==> config.mk <==
export PLATFORM = sky130hd
export DESIGN_NAME = lee_wave_router
export DESIGN_NICKNAME = d
export VERILOG_FILES = /design/src/rtl/lee_pkg.sv /design/src/rtl/lee_nbr_addr.sv /design/src/rtl/lee_wave_router.sv
export SDC_FILE = /design/constraint.sdc
export NUM_CORES = 1
export LEC_CHECK = 0
export CORE_UTILIZATION = 50
export DETAILED_ROUTE_END_ITERATION = 16
export PLACE_DENSITY = 0.7
export RECOVER_POWER = 50
export SLEW_MARGIN = 20
export SYNTH_ARGS = -nofsm -noshare
export SYNTH_HDL_FRONTEND = slang
export SYNTH_SLANG_ARGS = --single-unit
==> constraint.sdc <==
create_clock -name clk -period 3.31 [get_ports clk]
set_clock_uncertainty 0.2 [all_clocks]
set_input_delay 0.4965 -clock clk [delete_from_list [all_inputs] [get_ports clk]]
set_output_delay 0.4965 -clock clk [all_outputs]
set_load 0.05 [all_outputs]
==> src/rtl/lee_pkg.sv <==
// Shared definitions for the Lee maze router: cell encodings,
// controller states and neighbour direction codes.
package lee_pkg;

  localparam logic [7:0] CELL_EMPTY = 8'h00;
  localparam logic [7:0] CELL_BLOCK = 8'hFF;
  localparam logic [7:0] CELL_PATH  = 8'hFE;
  localparam logic [7:0] LABEL_SRC  = 8'h01;

  typedef enum logic [4:0] {
    IDLE,
    CHK_SRC,
    CHK_DST,
    SEED,
    SCAN_RD,
    SCAN_WAIT,
    SCAN_CHK,
    NB_RD,
    NB_WAIT,
    NB_CHK,
    NB_WR,
    PASS_END,
    BT_MARK,
    BT_RD,
    BT_WAIT,
    BT_CHK,
    DONE
  } state_t;

  typedef enum logic [1:0] {
    DIR_N = 2'd0,
    DIR_E = 2'd1,
    DIR_S = 2'd2,
    DIR_W = 2'd3
  } dir_t;

endpackage

==> src/rtl/lee_nbr_addr.sv <==
// Neighbour address of grid cell (x,y) in direction dir; ok=0 when the
// neighbour falls off the grid, so callers never see a wrapped address.
module lee_nbr_addr
  import lee_pkg::*;
#(
  parameter int GRID_LOG2  = 3,
  parameter int ADDR_WIDTH = 8
) (
  input  logic [GRID_LOG2-1:0]  x,
  input  logic [GRID_LOG2-1:0]  y,
  input  logic [1:0]            dir,
  output logic [ADDR_WIDTH-1:0] addr,
  output logic                  ok
);

  logic [GRID_LOG2-1:0] nx;
  logic [GRID_LOG2-1:0] ny;

  always_comb begin
    nx = x;
    ny = y;
    ok = 1'b0;
    unique case (dir)
      DIR_N: begin
        ok = (y != '0);
        ny = y - 1'b1;
      end
      DIR_E: begin
        ok = (x != '1);
        nx = x + 1'b1;
      end
      DIR_S: begin
        ok = (y != '1);
        ny = y + 1'b1;
      end
      DIR_W: begin
        ok = (x != '0);
        nx = x - 1'b1;
      end
      default: ok = 1'b0;
    endcase
    addr = ADDR_WIDTH'({ny, nx});
  end

endmodule

==> src/rtl/lee_wave_router.sv <==
// Lee wavefront fill plus backtrace over an 8x8 grid in a synchronous
// SRAM with one read wait state; sole master of that SRAM.
module lee_wave_router
  import lee_pkg::*;
#(
  parameter int         DATA_WIDTH = 8,
  parameter int         ADDR_WIDTH = 8,
  parameter int         GRID_LOG2  = 3,
  parameter logic [7:0] MAX_LABEL  = 8'hFD
) (
  input  logic                  clk,
  input  logic                  rst,
  input  logic                  start,
  input  logic [GRID_LOG2-1:0]  src_x,
  input  logic [GRID_LOG2-1:0]  src_y,
  input  logic [GRID_LOG2-1:0]  dst_x,
  input  logic [GRID_LOG2-1:0]  dst_y,
  output logic [ADDR_WIDTH-1:0] mem_addr,
  output logic [DATA_WIDTH-1:0] mem_wdata,
  output logic                  mem_cs,
  output logic                  mem_we,
  input  logic [DATA_WIDTH-1:0] mem_rdata,
  output logic                  busy,
  output logic                  done,
  output logic                  found
);

  typedef logic [GRID_LOG2-1:0] crd_t;

  state_t                state;
  dir_t                  dir;
  crd_t                  sx, sy, dx, dy;
  crd_t                  cx, cy;
  logic [DATA_WIDTH-1:0] k;
  logic [DATA_WIDTH-1:0] lbl;
  logic                  ph;
  logic                  prog;

  logic [ADDR_WIDTH-1:0] nb_addr;
  logic                  nb_ok;
  logic                  last_dir;
  logic                  last_cell;
  logic                  nb_is_dst;
  crd_t                  nb_x, nb_y;
  state_t                nb_step;

  function automatic logic [ADDR_WIDTH-1:0] at(input crd_t x, input crd_t y);
    return ADDR_WIDTH'({y, x});
  endfunction

  lee_nbr_addr #(
    .GRID_LOG2 (GRID_LOG2),
    .ADDR_WIDTH(ADDR_WIDTH)
  ) u_nbr (
    .x   (cx),
    .y   (cy),
    .dir (dir),
    .addr(nb_addr),
    .ok  (nb_ok)
  );

  assign last_dir  = (dir == DIR_W);
  assign last_cell = &{cy, cx};
  assign nb_is_dst = (nb_addr == at(dx, dy));
  assign nb_x      = nb_addr[GRID_LOG2-1:0];
  assign nb_y      = nb_addr[2*GRID_LOG2-1:GRID_LOG2];

  // Where the neighbour loop goes once the current direction is finished
  always_comb begin
    nb_step = NB_RD;
    if (last_dir) nb_step = last_cell ? PASS_END : SCAN_RD;
  end

  always_ff @(posedge clk) begin
    if (rst) begin
      state     <= IDLE;
      dir       <= DIR_N;
      sx        <= '0;
      sy        <= '0;
      dx        <= '0;
      dy        <= '0;
      cx        <= '0;
      cy        <= '0;
      k         <= '0;
      lbl       <= '0;
      ph        <= 1'b0;
      prog      <= 1'b0;
      mem_addr  <= '0;
      mem_wdata <= '0;
      mem_cs    <= 1'b0;
      mem_we    <= 1'b0;
      busy      <= 1'b0;
      done      <= 1'b0;
      found     <= 1'b0;
    end else begin
      mem_cs <= 1'b0;
      mem_we <= 1'b0;
      unique case (state)
        IDLE, DONE: begin
          if (start) begin
            sx       <= src_x;
            sy       <= src_y;
            dx       <= dst_x;
            dy       <= dst_y;
            done     <= 1'b0;
            found    <= 1'b0;
            busy     <= 1'b1;
            ph       <= 1'b0;
            mem_cs   <= 1'b1;
            mem_addr <= at(src_x, src_y);
            state    <= CHK_SRC;
          end
        end
        CHK_SRC: begin
          if (!ph) begin
            ph <= 1'b1;
          end else if (mem_rdata != CELL_EMPTY) begin
            done  <= 1'b1;
            busy  <= 1'b0;
            state <= DONE;
          end else begin
            ph       <= 1'b0;
            mem_cs   <= 1'b1;
            mem_addr <= at(dx, dy);
            state    <= CHK_DST;
          end
        end
        CHK_DST: begin
          if (!ph) begin
            ph <= 1'b1;
          end else if (mem_rdata != CELL_EMPTY) begin
            done  <= 1'b1;
            busy  <= 1'b0;
            state <= DONE;
          end else begin
            mem_cs    <= 1'b1;
            mem_we    <= 1'b1;
            mem_addr  <= at(sx, sy);
            mem_wdata <= LABEL_SRC;
            state     <= SEED;
          end
        end
        SEED: begin
          k    <= LABEL_SRC;
          prog <= 1'b0;
          if (sx == dx && sy == dy) begin
            cx        <= sx;
            cy        <= sy;
            lbl       <= LABEL_SRC;
            mem_cs    <= 1'b1;
            mem_we    <= 1'b1;
            mem_addr  <= at(sx, sy);
            mem_wdata <= CELL_PATH;
            state     <= BT_MARK;
          end else begin
            cx    <= '0;
            cy    <= '0;
            state <= SCAN_RD;
          end
        end
        SCAN_RD: begin
          mem_cs   <= 1'b1;
          mem_addr <= at(cx, cy);
          state    <= SCAN_WAIT;
        end
        SCAN_WAIT: state <= SCAN_CHK;
        SCAN_CHK: begin
          if (mem_rdata == k) begin
            dir   <= DIR_N;
            state <= NB_RD;
          end else begin
            {cy, cx} <= {cy, cx} + 1'b1;
            state    <= last_cell ? PASS_END : SCAN_RD;
          end
        end
        NB_RD: begin
          if (nb_ok) begin
            mem_cs   <= 1'b1;
            mem_addr <= nb_addr;
            state    <= NB_WAIT;
          end else begin
            if (last_dir) {cy, cx} <= {cy, cx} + 1'b1;
            else dir <= dir_t'(dir + 2'd1);
            state <= nb_step;
          end
        end
        NB_WAIT: state <= NB_CHK;
        NB_CHK: begin
          if (mem_rdata == CELL_EMPTY) begin
            mem_cs    <= 1'b1;
            mem_we    <= 1'b1;
            mem_addr  <= nb_addr;
            mem_wdata <= k + 1'b1;
            prog      <= 1'b1;
            state     <= NB_WR;
          end else begin
            if (last_dir) {cy, cx} <= {cy, cx} + 1'b1;
            else dir <= dir_t'(dir + 2'd1);
            state <= nb_step;
          end
        end
        NB_WR: begin
          if (nb_is_dst) begin
            cx        <= dx;
            cy        <= dy;
            lbl       <= k + 1'b1;
            mem_cs    <= 1'b1;
            mem_we    <= 1'b1;
            mem_addr  <= nb_addr;
            mem_wdata <= CELL_PATH;
            state     <= BT_MARK;
          end else begin
            if (last_dir) {cy, cx} <= {cy, cx} + 1'b1;
            else dir <= dir_t'(dir + 2'd1);
            state <= nb_step;
          end
        end
        PASS_END: begin
          if (!prog || k == MAX_LABEL) begin
            done  <= 1'b1;
            busy  <= 1'b0;
            state <= DONE;
          end else begin
            k     <= k + 1'b1;
            prog  <= 1'b0;
            cx    <= '0;
            cy    <= '0;
            state <= SCAN_RD;
          end
        end
        BT_MARK: begin
          if (lbl == LABEL_SRC) begin
            done  <= 1'b1;
            busy  <= 1'b0;
            found <= 1'b1;
            state <= DONE;
          end else begin
            dir   <= DIR_N;
            state <= BT_RD;
          end
        end
        BT_RD: begin
          if (nb_ok) begin
            mem_cs   <= 1'b1;
            mem_addr <= nb_addr;
            state    <= BT_WAIT;
          end else if (last_dir) begin
            done  <= 1'b1;
            busy  <= 1'b0;
            state <= DONE;
          end else begin
            dir <= dir_t'(dir + 2'd1);
          end
        end
        BT_WAIT: state <= BT_CHK;
        BT_CHK: begin
          if (mem_rdata == lbl - 1'b1) begin
            cx        <= nb_x;
            cy        <= nb_y;
            lbl       <= lbl - 1'b1;
            mem_cs    <= 1'b1;
            mem_we    <= 1'b1;
            mem_addr  <= nb_addr;
            mem_wdata <= CELL_PATH;
            state     <= BT_MARK;
          end else if (last_dir) begin
            done  <= 1'b1;
            busy  <= 1'b0;
            state <= DONE;
          end else begin
            dir   <= dir_t'(dir + 2'd1);
            state <= BT_RD;
          end
        end
        default: state <= IDLE;
      endcase
    end
  end

endmodule

Yosys cells after proc, flatten, opt, wreduce, memory -nomap -nowiden. Cells that the tools add are included.

Input port bits: 23. Word-level logic and storage cells: 221. Output and inout port bits: 21. Flip-flop bits (word level): 64.

Mux-type cells: 106. Reductions and logical operators: 35. Equal/unequal tests: 53. $add $sub $neg: 8.

Operators by type and width (count): two-way mux 8 bit (20); one-hot mux 5 bit (16 select lines) (1); one-hot mux 8 bit (9 select lines) (1); two-way mux 5 bit (11); two-way mux 3 bit (15); != test 2 bit (second input constant) (21); one-hot mux 3 bit (7 select lines) (2); equality test 5 x 4 -> 1 bit (second input constant) (8); one-hot mux 8 bit (5 select lines) (1); two-way mux 1 bit (28); two-way mux 4 bit (7); one-hot mux 8 bit (3 select lines) (1); equality test 5 x 3 -> 1 bit (second input constant) (4); equality test 8 bit (2); one-hot mux 8 bit (2 select lines) (1); nonzero test 3 bit (5); two-way mux 2 bit (7); AND reduction 7 bit (2); one-hot mux 1 bit (6 select lines) (2); one-hot mux 2 bit (6 select lines) (1); one-hot mux 3 bit (2 select lines) (2); AND reduction 6 bit (2); nonzero test 6 bit (2); AND reduction 11 bit (1); other kinds (38) (55).

Longest topological paths before layout.
Depth after elaboration: 5. Mapped depth: 12. Depth with buffers taken out: 10.

Modules after synthesis. Synthesis repeated with hierarchy kept, for this count alone.

Cells, all modules: 674. Area total of the unflattened synthesis: 5069.9 sq um.

By module, submodules not included: lee_wave_router (times used 1, cells an instance 637, seq. area each 1281.2 sq um, area an instance 4777.1 sq um); lee_nbr_addr (times used 1, cells an instance 37, seq. area each 0.0 sq um, area an instance 292.8 sq um).

Least setup slack after synthesis. No wires, ideal clock.

Path type: reg2reg. From: reg dir[0]. To: reg dir[1]. Cell stages (with the launch flop): 12. Path buffers: 1. Arrival: 3284 ps. Setup slack: -244 ps. Period minus slack after synthesis: 3554 ps. Library setup time: 70 ps. Data required time: 3040 ps. Cell sequence: dfxtp_1 -> clkbuf_1 -> inv_1 -> ha_1 -> fa_1 -> o21a_1 -> or3_1 -> nand4_1 -> nor4_2 -> or4b_4 -> or4_1 -> a21oi_1.

Word-level cells in the longest chain between the ends: 5. Elaborated cells between the ends (all ways): 18. Those cells by class: add/sub (1); eq/ne (6); mux (9); reduce/logical (2).

RTL lines: from (decl) (RTL line lee_wave_router.sv:31) `dir_t dir;`; from (signal assigned) (RTL line lee_wave_router.sv:183) `else dir <= dir_t'(dir + 2'd1);`; from (signal assigned) (RTL line lee_wave_router.sv:198) `else dir <= dir_t'(dir + 2'd1);`; from (signal assigned) (RTL line lee_wave_router.sv:214) `else dir <= dir_t'(dir + 2'd1);`; equality test 2 bit, or another cell as far along (RTL line lee_nbr_addr.sv:23, lee_wave_router.sv:62); one-hot mux 3 bit (2 select lines) (RTL line lee_nbr_addr.sv:23) `unique case (dir)`; equality test 6 bit (RTL line lee_wave_router.sv:64) `assign nb_is_dst = (nb_addr == at(dx, dy));`; != test 2 bit (no line); AND reduction 7 bit (no line).

Several ways; a longest one is shown, not always the timed one. The select of a mux whose other input is x is not followed. A chain may end at the register's enable or synchronous reset.

Worst setup path in the final report.
From: reg dir[0]. To: reg dir[0].

The elaborated chain is that of the path after synthesis.

==> flow_metrics.tcl <==
set metrics [dict create \
    vias_per_cell 6.400 \
    power.total_mw 2.476 \
    synth_area_per_cell_sq_um 7.344 \
    layout_cells_sized_above_1 0.1364 \
    grt_max_degree 60 \
    worst_skew_late_latency_ns 0.36 \
    timing.final.setup_violations 0 \
    run_status "completed" \
    route.detailed.drc 0 \
    hold_violations 0 \
    first_global_vias 5331 \
    post-route-period-util 0.9805 \
    initial_core_util 0.5168 \
    min_path_type "flop to flop" \
    final_antenna_net_count 0 \
    cts_htree_levels 3 \
    power.density_nw_per_um2 408.8 \
    drt-total-wl_mm 17.95 \
    clock_tree_from_tritoncts "done" \
    dpl.cell_count 863 \
    cells_along_the_critical_path "ha_1 > xor2_1 > ha_1 > a21oi_2 > mux2i_2 > xnor3_1 > buf_4 > nor4_2 > or4b_4 > or4_4 > a21oi_2" \
    crit_path_end_kind "flop" \
    post-route-util 0.6168 \
    gpl.final_weighted_congestion 1.039 \
    floorplan.die_area_sq_um 10560 \
    post_layout_nonfiller_instances 881 \
    antennaDiodeCount 0 \
    initialDrtViolationCount 537 \
    timing.critical_path.arrival_ns 3.33 \
    grt_antenna_before_repair 0 \
    timing.critical_path.slowest_cell_delay_ns 0.55 \
    finalWorstPathRequiredPeriod_ns 3.245 \
    area_growth_syn_to_layout_pct 19.35 \
    path_clk_slew_ns 0.10 \
    timing.fmax_ghz 0.3081 \
    setup_repair_after_global_routing_missed_its_margin "yes" \
    slew_viol_final 0 \
    mostFrequentLayoutCell "sky130_fd_sc_hd__nand2_1" \
    mostFrequentLayoutCells "sky130_fd_sc_hd__nand2_1 (74), sky130_fd_sc_hd__a21oi_1 (66), sky130_fd_sc_hd__nor2_1 (62), sky130_fd_sc_hd__dfxtp_1 (60), sky130_fd_sc_hd__buf_4 (50)" \
    ys_ff_latch 62 \
    worst_slack_ns 0.06458 \
    slew_headroom 0.5235 \
    chipHeight_um 102.7 \
    gr-usage-all-layers 0.3567 \
    port-buffer-count 41 \
    vdd.ir_drop.worst_v 0.0003996 \
    pin_count 44 \
    nFillCells 938 \
    routedWlPerCell_um 20.38 \
    synth.yosys.warnings 0 \
    detailedRoute.firstPassIterationCount 6 \
    cts_root_buf "sky130_fd_sc_hd__clkbuf_8" \
    global_route_wire_length_before_repair_mm 28.67 \
    synth_cells 691 \
    yosysUniqueCellTypes 76 \
    crit_fanout 5 \
    drv.max_cap_violation_count 0 \
    leakagePower_nw 2.307 \
    place_hpwl_mm 13.44 \
    cp.buffers_inverters 1 \
    grt.overflow.total 0 \
    worstPathRequired_ns 3.39 \
    post_synth_instance_area_sq_um 5075 \
    ys_async_sr_fraction 0 \
    routed_via_count 5638 \
    ctsHoldBuffers 0 \
    critPathTopFamily "simple AND/OR/NAND/NOR gates" \
    layout.nets 780 \
    critical_path_s_slowest_cell "sky130_fd_sc_hd__or4b_4" \
    max_slew.worst_pin.slew_ns 0.7147 \
    clockBufferDepth 2 \
    critical_path.startpoint_type "flop" \
    seq_area_frac_synth 0.2446 \
    preCtsSetupSlack_ns -0.08644 \
    coreArea_sq_um 9819 \
    crit_type "flop to flop" \
    synth_flop_cell "sky130_fd_sc_hd__dfxtp_1" \
    std_cell_rows 36 \
    synth_enable_flop_cells 0 \
    chipWidth_um 102.7 \
    tritoncts.num_buffers 9 \
    cts.sink_count 62 \
]
==> cell families after synthesis <==
family | Yosys count | synth area share
AND/OR/NAND/NOR | 271 | 0.2752
other | 1 | 0.0007389
XOR/XNOR | 43 | 0.07692
multiplexers | 10 | 0.02145
AO/OA/AOI/OAI | 208 | 0.2786
buffers and inverters | 82 | 0.06657
adder cells (fa/ha/maj) | 14 | 0.03600
flip-flops | 62 | 0.2446
==> layer usage <==
metal  global-route usage  up-vias  routed length [um]
li1                     -     2629                   -
met1               0.5010     2584                7714
met2               0.5308      369                7784
met3              0.06915       56                1885
met4               0.1528        0                 569
met5                    0        -                   0
==> worst paths after layout <==
kind                 from            to  slack, ns  depth (start not counted)
min          mem_wdata[7]  mem_wdata[7]       0.27                          2
max reg2reg        dir[0]        dir[0]       0.06                         11
max                dir[0]        dir[0]       0.06                         11
min reg2reg  mem_wdata[7]  mem_wdata[7]       0.27                          2
==> worst reg2reg max path: cells and delay by family (launching register included) <==
kind            cells  cell delay, ns
xor+xnor            2            0.39
compound gates      2            0.28
buf+inv             1            0.15
mux                 1            0.27
simple gates        3            1.10
flops               1            0.37
fa+ha+maj           2            0.41
==> sequential cells by signal, summed over array words and instances (netlist names), 5 cells and up <==
signal     count
lbl            8
mem_wdata      8
k              8
mem_addr       6
state          5
==> Yosys cell counts, types with 12 or more instances <==
library cell | instances | share of area
sky130_fd_sc_hd__nor2_1 | 62 | 0.046
sky130_fd_sc_hd__ha_1 | 13 | 0.032
sky130_fd_sc_hd__o21ai_0 | 24 | 0.024
sky130_fd_sc_hd__dfxtp_1 | 62 | 0.24
sky130_fd_sc_hd__clkbuf_1 | 39 | 0.029
sky130_fd_sc_hd__nand4_1 | 15 | 0.018
sky130_fd_sc_hd__xnor2_1 | 30 | 0.052
sky130_fd_sc_hd__xor2_1 | 12 | 0.021
sky130_fd_sc_hd__nand3_1 | 18 | 0.018
sky130_fd_sc_hd__a21oi_1 | 68 | 0.067
sky130_fd_sc_hd__nand2_1 | 74 | 0.055
sky130_fd_sc_hd__inv_1 | 28 | 0.021
sky130_fd_sc_hd__nor2b_1 | 12 | 0.015
sky130_fd_sc_hd__nor3_1 | 27 | 0.027
==> metrics by stage <==
step / TNS [ns] / instance area (sq um) / hold slack (ns)
3_5_place_dp: -0.3326 / 5804 / 0.2555
4_1_cts: 0 / 6021 / 0.2705
2_1_floorplan: 0 / 5094 / 0.2501
3_3_place_gp: -0.09757 / 5804 / 0.2536
6_report: 0 / 6057 / 0.2658
5_1_grt: -0.04640 / 6057 / 0.2818
==> power breakdown <==
| group | total, mW | internal [mW] | leakage [nW] | switching (mW) |
|---|---|---|---|---|
| Sequential | 0.887 | 0.809 | 0.505 | 0.0777 |
| Combinational | 0.874 | 0.324 | 1.70 | 0.550 |
| Clock | 0.715 | 0.351 | 0.0996 | 0.365 |
==> cell type report <==
type | instances | area [sq um] | area share
Tap cell | 133 | 166.4 | 0.02747
Inverter | 28 | 105.1 | 0.01735
Sequential cell | 62 | 1246 | 0.2057
Multi-Input combinational cell | 548 | 3542 | 0.5848
Clock buffer | 9 | 123.9 | 0.02045
Clock inverter | 7 | 73.82 | 0.01219
Timing Repair Buffer | 94 | 799.5 | 0.1320
==> what timing repair did <==
item | 4_1_cts | 5_1_grt
buffers inserted | 0 | 2
gates resized for setup | 3 | 11
endpoints found under the setup margin | 11 | 25
endpoints found under the hold margin | 0 | 0
pin swaps | 0 | 4
Power figures use the tool's default switching activity.
==> variant: new RTL, config.mk and constraints unchanged <==
`ADDR_WIDTH` is set to 8 in 2 places; all go to 6.
--- a/src/rtl/lee_nbr_addr.sv
+++ b/src/rtl/lee_nbr_addr.sv
@@ -4,7 +4,7 @@
   import lee_pkg::*;
 #(
   parameter int GRID_LOG2  = 3,
-  parameter int ADDR_WIDTH = 8
+  parameter int ADDR_WIDTH = 6
 ) (
   input  logic [GRID_LOG2-1:0]  x,
   input  logic [GRID_LOG2-1:0]  y,
--- a/src/rtl/lee_wave_router.sv
+++ b/src/rtl/lee_wave_router.sv
@@ -4,7 +4,7 @@
   import lee_pkg::*;
 #(
   parameter int         DATA_WIDTH = 8,
-  parameter int         ADDR_WIDTH = 8,
+  parameter int         ADDR_WIDTH = 6,
   parameter int         GRID_LOG2  = 3,
   parameter logic [7:0] MAX_LABEL  = 8'hFD
 ) (
Interface: changed (resized mem_addr); port bits go from 44 to 42. No check against the original RTL was run, so the function may have changed too.
==> variant against the original RTL <==
  * Wire length down 11%
  * Critical path type unchanged
  * Worst setup slack improved by 0.073 ns
  * Global-route usage fell by 2.5 points
  * Area after synthesis down 6.6%
  * Largest power group unchanged
  * Worst hold slack worse by 0.0081 ns
  * Power is 12% lower
  * Design area is 6.2% lower
  * Sequential cell count did not move
  * Largest cell class unchanged
  * Clock power down 4.5%
==> variant: results (changes against the original RTL) <==
stage;metric;value;unit;change
synthesis;synth cell count leaders;a21oi_1 (68), nand2_1 (67), nor2_1 (64);;
route;First DRT Iteration DRCs;409;;-24%
placed_design;HPWL Detailed;12000;um;-11%
power;Leak;2.18;nW;-5.4%
power;VDD IR max;0.000181;V;-55%
sta;slew margin rel.;36.6;%;-16 points
outcome;status;complete, no violations;;
cells_and_area;biggest regs;k x8, lbl x8, mem_wdata x8;;
global_route;initial antenna violation count;0;;unchanged
placed_design;DP Area;5470;um2;-5.7%
clock_tree;# Post-CTS Setup Buffers;0;;unchanged
synthesis;number of enable flip-flop cells after synthesis;0;;unchanged
route;WL per Instance;19.6;um;-3.6%
global_route;largest net degree at the start of global routing;50;;-17%
synthesis;sequential area share after synthesis;26.2;%;+1.7 points
placed_design;Inst Count DP;799;;-7.4%
cells_and_area;fill count;871;;-7.1%
global_route;first-pass GRT wire length;25400;um;-11%
cells_and_area;ANT cells;0;;unchanged
clock_tree;CTS H-tree lvls;3;;unchanged
setup_path;maximum fanout along the worst path;10;;+5
route;Post-Route WL;16000;um;-11%
clock_tree;clk buf depth;2;;unchanged
synthesis;predominant post-synthesis flop cell;dfxtp_1;;
placed_design;Buffers on Ports;41;;unchanged
global_route;vias in the first global route;4950;;-7.1%
cells_and_area;layout cells sized above 1;11.4;%;-2.3 points
placed_design;Setup WS pre-CTS;0.0296;ns;+0.116 ns
global_route;GRT Overall Usage;33.2;%;-2.5 points
synthesis;Mean Syn Cell Area;7.36;um2;+0.23%
clock_tree;clock latency on the worst-skew pair;0.35;ns;
setup_path;CP arrival;3.17;ns;-0.16 ns
synthesis;ranking of synthesized cells by area;dfxtp_1 (26%), a21oi_1 (7.2%), xor2_1 (5.5%), nand2_1 (5.3%), nor2_1 (5.1%);;
synthesis;Unique masters post-synth;73;;-3.9%
placed_design;GPL Wtd Cong;0.981;;-5.5%
clock_tree;Reg clk slew, reported paths;0.08;ns;-0.02 ns
route;via count;5253;;-6.8%
cells_and_area;Net count, final;736;;-5.6%
synthesis;warnings from Yosys;0;;unchanged
route;TritonRoute pass-1 iters;5;;-1
synthesis;Post-Syn Nets;681;;
clock_tree;Root Buffer;clkbuf_8;;
sta;Hold Violations, Final;0;;unchanged
==> variant: cell types whose count changed in the layout (fill, tap and decap cells not counted), moves of 8 or more <==
| cell | before | now |
|---|---|---|
| nor2b_1 | 12 | 4 |
| xnor2_1 | 30 | 12 |
| nand4_1 | 15 | 7 |
| mux2i_1 | 2 | 12 |
| xor2_1 | 12 | 30 |
==> variant: critical path: stages (launching register included) <==
cell and delay (ns):
dfxtp_1 0.33, inv_1 0.10, ha_1 0.25, or4b_4 0.50
a2111oi_2 0.29, nor3_1 0.11, a2111o_1 0.46, nand2_4 0.16
and4_1 0.25, buf_12 0.15, mux2i_1 0.18, nor2_1 0.05
==> variant: what timing repair did <==
action / 4_1_cts / 5_1_grt
gates resized for setup: 0 / 6
endpoints found under the setup margin: 0 / 27
hold buffers: 0 / 0
==> variant: layer usage <==
| layer | routed length [um] | up-vias | part of all wire [%] | track usage (%) |
|---|---|---|---|---|
| li1 | - | 2467 | - | - |
| met1 | 6680 | 2467 | 42 | 42.8 |
| met2 | 7350 | 272 | 46 | 52.9 |
| met3 | 1310 | 47 | 8.2 | 6.82 |
| met4 | 665 | 0 | 4.2 | 16.3 |
| met5 | 0 | - | 0 | 0 |
==> variant: power breakdown <==
group	total [mW]	internal, mW	switching, mW	leakage [nW]
Clock	0.683	0.345	0.338	0.0883
Sequential	0.856	0.795	0.0614	0.503
Combinational	0.640	0.236	0.405	1.59
==> variant: cell families after synthesis <==
logic type	Yosys count	share of synthesized area (%)
flip-flops	62	26.2
adder cells (fa/ha/maj)	14	3.85
multiplexers	13	2.74
AND/OR/NAND/NOR	247	25.4
XOR/XNOR	43	8.23
buffers and inverters	71	6.07
AO/OA/AOI/OAI	194	27.5
==> variant: worst paths after layout <==
| kind | startpoint | endpoint | cells past startpoint | slack (ns) |
|---|---|---|---|---|
| max reg2reg | lbl[1]$_SDFFE_PP0P_ | mem_wdata[5]$_SDFFE_PP0P_ | 11 | 0.14 |
| max | lbl[1]$_SDFFE_PP0P_ | mem_wdata[5]$_SDFFE_PP0P_ | 11 | 0.14 |
| min reg2reg | mem_addr[4]$_SDFFE_PP0P_ | mem_addr[4]$_SDFFE_PP0P_ | 2 | 0.26 |
| min | mem_addr[4]$_SDFFE_PP0P_ | mem_addr[4]$_SDFFE_PP0P_ | 2 | 0.26 |
==> variant: cell type report <==
| class | instances | area, um2 | share of cell area, % |
|---|---|---|---|
| Multi-Input combinational cell | 511 | 3240 | 57.0 |
| Sequential cell | 62 | 1240 | 21.8 |
| Timing Repair Buffer | 90 | 778 | 13.7 |
| Tap cell | 111 | 139 | 2.44 |
| Clock buffer | 10 | 128 | 2.25 |
| Inverter | 25 | 93.8 | 1.65 |
| Clock inverter | 6 | 62.6 | 1.10 |
